**config.mk**
```make
export PLATFORM = sky130hd
export DESIGN_NAME = truth_table_extractor
export DESIGN_NICKNAME = d
export VERILOG_FILES = /design/src/rtl/truth_table_extractor.sv
export SDC_FILE = /design/constraint.sdc
export NUM_CORES = 1
export LEC_CHECK = 0
export ABC_CLOCK_PERIOD_IN_PS = 4300
export CORE_MARGIN = 2
export CORE_UTILIZATION = 58
export CTS_BUF_LIST = sky130_fd_sc_hd__clkbuf_16
export DETAILED_ROUTE_END_ITERATION = 16
export GPL_TIMING_DRIVEN = 1
export PLACE_DENSITY = 0.83
export SETUP_SLACK_MARGIN = 0.5
export SLEW_MARGIN = 20
export SYNTH_ARGS = -nofsm -noshare
export SYNTH_HDL_FRONTEND = slang
export SYNTH_SLANG_ARGS = --single-unit
```
**constraint.sdc**
```tcl
create_clock -name clk -period 4.3 [get_ports clk]
set_input_delay 0.86 -clock clk [delete_from_list [all_inputs] [get_ports clk]]
set_output_delay 0.86 -clock clk [all_outputs]
set_load 0.02 [all_outputs]
```
**src/rtl/truth_table_extractor.sv**
```systemverilog
// Sweeps all eight input combinations of a 3-input logic block and records its response
// as an 8-bit truth-table code, then compares it against an expected code.
//
// state  | meaning
// -------+--------------------------------------------------------------
// IDLE   | inputs parked at 000, waiting for start
// WAIT   | current vector applied, settle counter running down to 0
// SAMPLE | one cycle; dut_out captured into working bit idx at its end
// DONE   | one-cycle done pulse; table_code/match already updated

module truth_table_extractor #(
    parameter int unsigned SETTLE = 2
) (
    input  logic       clk,
    input  logic       reset,
    input  logic       start,
    input  logic [7:0] expect_code,
    output logic       dut_in1,
    output logic       dut_in2,
    output logic       dut_in3,
    input  logic       dut_out,
    output logic       busy,
    output logic       done,
    output logic [7:0] table_code,
    output logic       match
);

    typedef enum logic [1:0] {
        IDLE   = 2'd0,
        WAIT   = 2'd1,
        SAMPLE = 2'd2,
        DONE   = 2'd3
    } state_t;

    localparam logic [7:0] CNT_LOAD = 8'(SETTLE - 1);

    state_t     state;
    logic [2:0] idx;
    logic [7:0] cnt;
    logic [7:0] work;
    logic [7:0] exp_q;

    always_ff @(posedge clk or posedge reset) begin
        if (reset) begin
            state      <= IDLE;
            idx        <= 3'd0;
            cnt        <= 8'd0;
            work       <= 8'd0;
            exp_q      <= 8'd0;
            table_code <= 8'd0;
            match      <= 1'b0;
            busy       <= 1'b0;
            done       <= 1'b0;
            dut_in1    <= 1'b0;
            dut_in2    <= 1'b0;
            dut_in3    <= 1'b0;
        end else begin
            done <= 1'b0;
            case (state)
                IDLE: begin
                    if (start) begin
                        exp_q                       <= expect_code;
                        idx                         <= 3'd0;
                        work                        <= 8'd0;
                        cnt                         <= CNT_LOAD;
                        busy                        <= 1'b1;
                        {dut_in1, dut_in2, dut_in3} <= 3'b000;
                        state                       <= WAIT;
                    end
                end
                WAIT: begin
                    if (cnt == 8'd0) begin
                        state <= SAMPLE;
                    end else begin
                        cnt <= cnt - 8'd1;
                    end
                end
                SAMPLE: begin
                    work[idx] <= dut_out;
                    if (idx == 3'd7) begin
                        // final sample goes straight into the published code so it is never partial
                        table_code                  <= {dut_out, work[6:0]};
                        match                       <= ({dut_out, work[6:0]} == exp_q);
                        busy                        <= 1'b0;
                        done                        <= 1'b1;
                        {dut_in1, dut_in2, dut_in3} <= 3'b000;
                        state                       <= DONE;
                    end else begin
                        idx                         <= idx + 3'd1;
                        {dut_in1, dut_in2, dut_in3} <= idx + 3'd1;
                        cnt                         <= CNT_LOAD;
                        state                       <= WAIT;
                    end
                end
                DONE: begin
                    state <= IDLE;
                end
                default: begin
                    state <= IDLE;
                end
            endcase
        end
    end

endmodule

```
* Word level (Yosys, flattened, before mapping)
Index checks and enable logic that the tools add are counted.
** Cells by class
- Reduce and logical (&&, ||, !) cells :: 12
- Magnitude comparators :: 2
- Equal/unequal tests :: 10
- Mux-type cells :: 28
- $add $sub $neg :: 2
** Operators with widths (count)
- 8-bit 2-to-1 mux :: 4
- 8-bit case mux with 3 select lines :: 1
- 8-bit case mux with 2 select lines :: 1
- 2-bit inequality test (second input constant) :: 5
- 1-bit 2-to-1 mux :: 9
- 8-bit bitwise mux :: 1
- 8-bit equality test :: 1
- 8-bit zero test :: 1
- 1-bit case mux with 2 select lines :: 4
- 2-bit case mux with 4 select lines :: 1
- 2-bit AND reduction :: 4
- 8-bit by 1-bit subtractor with 8-bit output (second input constant) :: 1
- 2-bit 2-to-1 mux :: 3
- 3-bit 2-to-1 mux :: 2
- 3-bit case mux with 2 select lines :: 1
- 3-bit AND reduction :: 2
- 2-bit equality test (second input constant) :: 2
- 3-bit by 4-bit less-than comparator with 1-bit output (second input constant) :: 1
- 4-bit AND reduction :: 1
- 3-bit by 1-bit adder with 3-bit output (second input constant) :: 1
- 1-bit demux with 3-bit select :: 1
- 3-bit equality test (second input constant) :: 1
- 3-bit by 1-bit >= comparator with 1-bit output (second input constant) :: 1
- 3-bit nonzero test :: 1
- other kinds (4) :: 4
** Word-level totals
- Output and inout bits :: 14
- Bits of input ports :: 12
- Word-level logic and storage cells :: 66
- Register bits :: 43

* Longest topological paths before layout
- Depth in word-level cells :: 6
- Depth in mapped cells :: 6
- Mapped depth without buffers :: 6

* Least setup slack after synthesis
Ideal clock, no wire load.
- Kind :: input-to-reg
- Start :: input start
- End :: register exp_q[0]
- Required time :: 4175 ps
- Cell stages on the path :: 3
- Library setup time :: 125 ps
- Data arrival time :: 1957 ps
- Slack :: 2218 ps
- Cells stage by stage :: nor3b_1 buf_2 mux2_2
** On the way
- Word-level cells in the longest chain between the ends :: 1
** Ends and longest elaborated chain
- start: declaration :: line 16 : input logic start,
- 2-bit AND reduction (no source line)
- end signal: assignment :: line 62 : exp_q <= expect_code;
- end: declaration :: line 41 : logic [7:0] exp_q;
Every way passes these cells.
A chain may end at the register's enable or synchronous reset.

* Worst setup path after layout
- Start :: input start
- End :: register work[2]
** On the way
- Word-level cells in the longest chain between the ends :: 2
** Ends and longest elaborated chain
- 2-bit inequality test (no source line)
- 2-bit AND reduction (no source line)
- end signal: indexed assignment :: line 79 : work[idx] <= dut_out;
- end: declaration :: line 40 : logic [7:0] work;
Every way passes these cells.

==> flow_metrics.py <==
metrics = {
    "floorplan": {
        "initial_core_util_pct": 59.5,
        "coreArea_um2": 3280,
        "die_area_um2": 3850,
        "boundaryPins": 26,
        "die_h_um": 62.1,
        "rows": 21,
        "die_w_um": 62.1,
    },
    "placed_design": {
        "hpwl_um": 2650,
        "pre_cts_ws_ns": 1.52,
        "placed_area_um2": 2260,
        "gp_congestion": 0.838,
        "io_buffers": 25,
    },
    "status": {
        "status": "finished, final reports clean",
    },
    "yosys": {
        "yosysSeqAreaShare_pct": 53.7,
        "avgSynthCellArea_um2": 11.6,
        "synthTopCellsByCount": "dfrtp_1 (42), mux2_2 (24), nand2_1 (12), nor2b_1 (10)",
        "async_reset_ff_share_pct": 100,
        "synth_cells": 168,
        "yosysUniqueCellTypes": 31,
        "synth_area_leaders": "dfrtp_1 (54%), mux2_2 (14%), xnor2_1 (3.6%)",
        "mappedNetlistNets": 184,
        "ys_ff_latch": 42,
        "synth.most_common_cell": "dfrtp_1",
        "synth_enable_flop_cells": 0,
        "yosys_warnings": 0,
        "yosys.area.top_type": "dfrtp_1",
        "yosysTopAreaCellShare_pct": 53.7,
        "netlist_area_um2": 1960,
        "synth_ff_type": "dfrtp_1",
    },
    "min_path": {
        "whs_path_depth": 2,
        "min_from": "dut_in3$_DFFE_PP0P_",
        "worstHoldPathType": "reg -> reg",
        "min_delay_worst_endpoint": "dut_in3$_DFFE_PP0P_",
    },
    "pwr": {
        "leakagePower_nw": 1.09,
        "power_density_nw_per_um2": 563,
        "ir_drop_v": 0.000320,
    },
    "clock_tree": {
        "cts_setup_buffers": 0,
        "clock_tree.root_cell": "clkbuf_16",
        "cts_tree": "done",
        "cts_resized": 0,
        "clk_pin_slew_ns": 0.05,
        "insertion_delay_ns": 0.28,
        "hold_buffers": 0,
        "cts_buffers": 5,
        "htree_levels": 2,
        "clock-sinks": 42,
        "cts_buffer_depth": 2,
    },
    "global_route": {
        "grtUsageTotal_pct": 22.7,
        "globalRouteMet1Util_pct": 27.2,
        "grt_pass1_vias": 1404,
        "grt_overflow": 0,
        "grtUsageMet3_pct": 6.42,
        "grt_first_pass_wirelength_um": 6250,
        "grt_use_met2_pct": 37.9,
        "grt_max_degree": 43,
        "antenna_found_initial": 0,
        "grt-busiest-layer": "met2",
    },
    "final_layout": {
        "synthToLayoutAreaGrowth_pct": 22.5,
        "diodes": 0,
        "nets": 213,
        "fin_area_um2": 2400,
        "nFillCells": 229,
        "drive_gt1_share_pct": 17.7,
    },
    "worst_setup_path": {
        "slowest_delay_ns": 0.88,
        "cp.required_ns": 4.46,
        "cpMaxStageDelayCell": "nor3b_2",
        "ff2ff_path_depth": 3,
        "crit_chain": "clkdlybuf4s50_1, nor3b_2, nor2b_1, mux2_2",
        "reg2reg_slack_ns": 2.34,
        "crit_family": "simple AND/OR/NAND/NOR gates",
        "path_buf_inv": 1,
        "cp-start-kind": "input port",
        "crit_arrival_ns": 2.65,
        "end_kind": "register",
        "critPathKind": "in -> reg",
        "worstPathMaxFanout": 16,
        "rr_endpoint": "work[2]$_DFFE_PP0P_",
        "r2r_start": "state[1]$_DFFE_PP0P_",
    },
    "sta": {
        "maxSlewViolCount": 0,
        "hold_violations": 0,
        "clock.fmax_mhz": 401,
        "fin_crit_sh_pct": 57.9,
        "tightestPinTransition_ns": 1.10,
        "final-setup-viol-count": 0,
        "worst_clock_skew_ns": 0.00387,
        "rsz0062_at_grt": "false",
        "worst_slack_ns": 1.81,
        "tns_ns": 0,
        "fin_crit_ns": 2.49,
        "max_slew_margin_pct": 26.4,
    },
    "routing": {
        "first_pass_iters": 4,
        "drc": 0,
        "drt_iter0_markers": 57,
        "viasPerCell": 5.77,
        "antenna_left": 0,
        "routed_wl_um": 3810,
        "wl_per_cell_um": 15.6,
        "vias": 1407,
    },
    "flow_run": {
        "drv_cap": 0,
    },
}
report_power, final:
part	internal, W	switching, W	total (W)
combinational	0.000201	0.000206	0.000407
sequential	0.000494	0.000101	0.000594
clock	0.000209	0.000138	0.000347
total	0.000904	0.000445	0.00135
state kept, by name (all words and copies together), names as in the netlist:
register	flops
busy	1
cnt	8
done	1
dut_in1	1
dut_in2	1
dut_in3	1
exp_q	8
idx	3
match	1
state	2
table_code	8
work	7
per-layer routing:
metal | share of wire [%] | wire length (um) | vias to the layer above
met5 | 0 | 0 | -
li1 | - | - | 660
met4 | 2.1 | 81 | 0
met1 | 43 | 1650 | 685
met3 | 4.7 | 180 | 10
met2 | 50 | 1900 | 52
layout make-up:
class                      instances  area [um2]  share of cell area (%)
clock buffer                       5         125                    5.22
clock inverter                     3        12.5                   0.522
inverter                           4        15.0                   0.627
multi-input combinational        118         877                    36.6
sequential                        42        1050                    43.9
tap                               46        57.6                    2.40
timing repair buffer              26         258                    10.8
metrics by stage:
stage | hold slack, ns | total power, W | util [%] | std cells
finish | 0.492 | 0.00135 | 73.0 | 244
detailed placement | 0.482 | 0.00101 | 68.8 | 236
global placement | 0.459 | 0.000972 | 68.8 | 236
global route | 0.526 | 0.00144 | 73.0 | 244
CTS | 0.494 | 0.00136 | 73.0 | 244
floorplan | 0.474 | 0.000884 | - | 168
tightest hold or removal path: stages, from the launching register on:
cell and delay (ns):
dfrtp_1 0.34, nand2_1 0.05, o21ai_0 0.07
cell families (layout without fill, tap and decap cells):
group                      after synthesis  count (layout)  share of synthesized area, %
muxes                                   26              26                          14.8
and+or+nand+nor                         56              56                          14.8
DFF                                     42              42                          53.7
AOI/OAI and AO/OA                       24              24                          8.76
xor gates and xnor gates                 8               8                          3.58
adders and majority gates                4               4                          2.56
buffers and inverters                    8              38                          1.66
layout by cell type (no fill, tap or decap):
cell,n
clkbuf_16,5
mux2i_1,2
xnor2_1,8
buf_4,1
o31ai_1,1
a21oi_1,4
o22ai_1,2
nor2_1,8
clkinv_2,1
a21o_1,2
nand4_1,3
nor3b_2,1
nor3_1,6
a22o_1,5
o31ai_2,1
o41ai_1,1
o21bai_1,1
mux2_2,24
clkinv_1,1
a32o_1,1
o21ai_0,5
or4_4,1
nor2b_1,10
dfrtp_1,42
nand3_1,7
or2_2,1
o31a_1,1
nor4_1,2
inv_1,5
ha_1,4
nand2_1,12
nand2b_1,5
clkdlybuf4s50_1,25
worst max-delay path by stage:
| stage | start | to | slack [ns] | depth (start not counted) |
|---|---|---|---|---|
| 6_report | start | work[2]$_DFFE_PP0P_ | 1.81 | 4 |
| 5_1_grt | start | work[5]$_DFFE_PP0P_ | 1.73 | 4 |
| 4_1_cts | start | work[2]$_DFFE_PP0P_ | 1.81 | 4 |
| 3_5_place_dp | start | exp_q[7]$_DFFE_PP0P_ | 1.52 | 3 |
| 3_3_place_gp | start | exp_q[6]$_DFFE_PP0P_ | 1.56 | 3 |
| 2_1_floorplan | start | exp_q[0]$_DFFE_PP0P_ | 2.22 | 3 |
(Power assumes the default switching activity.)
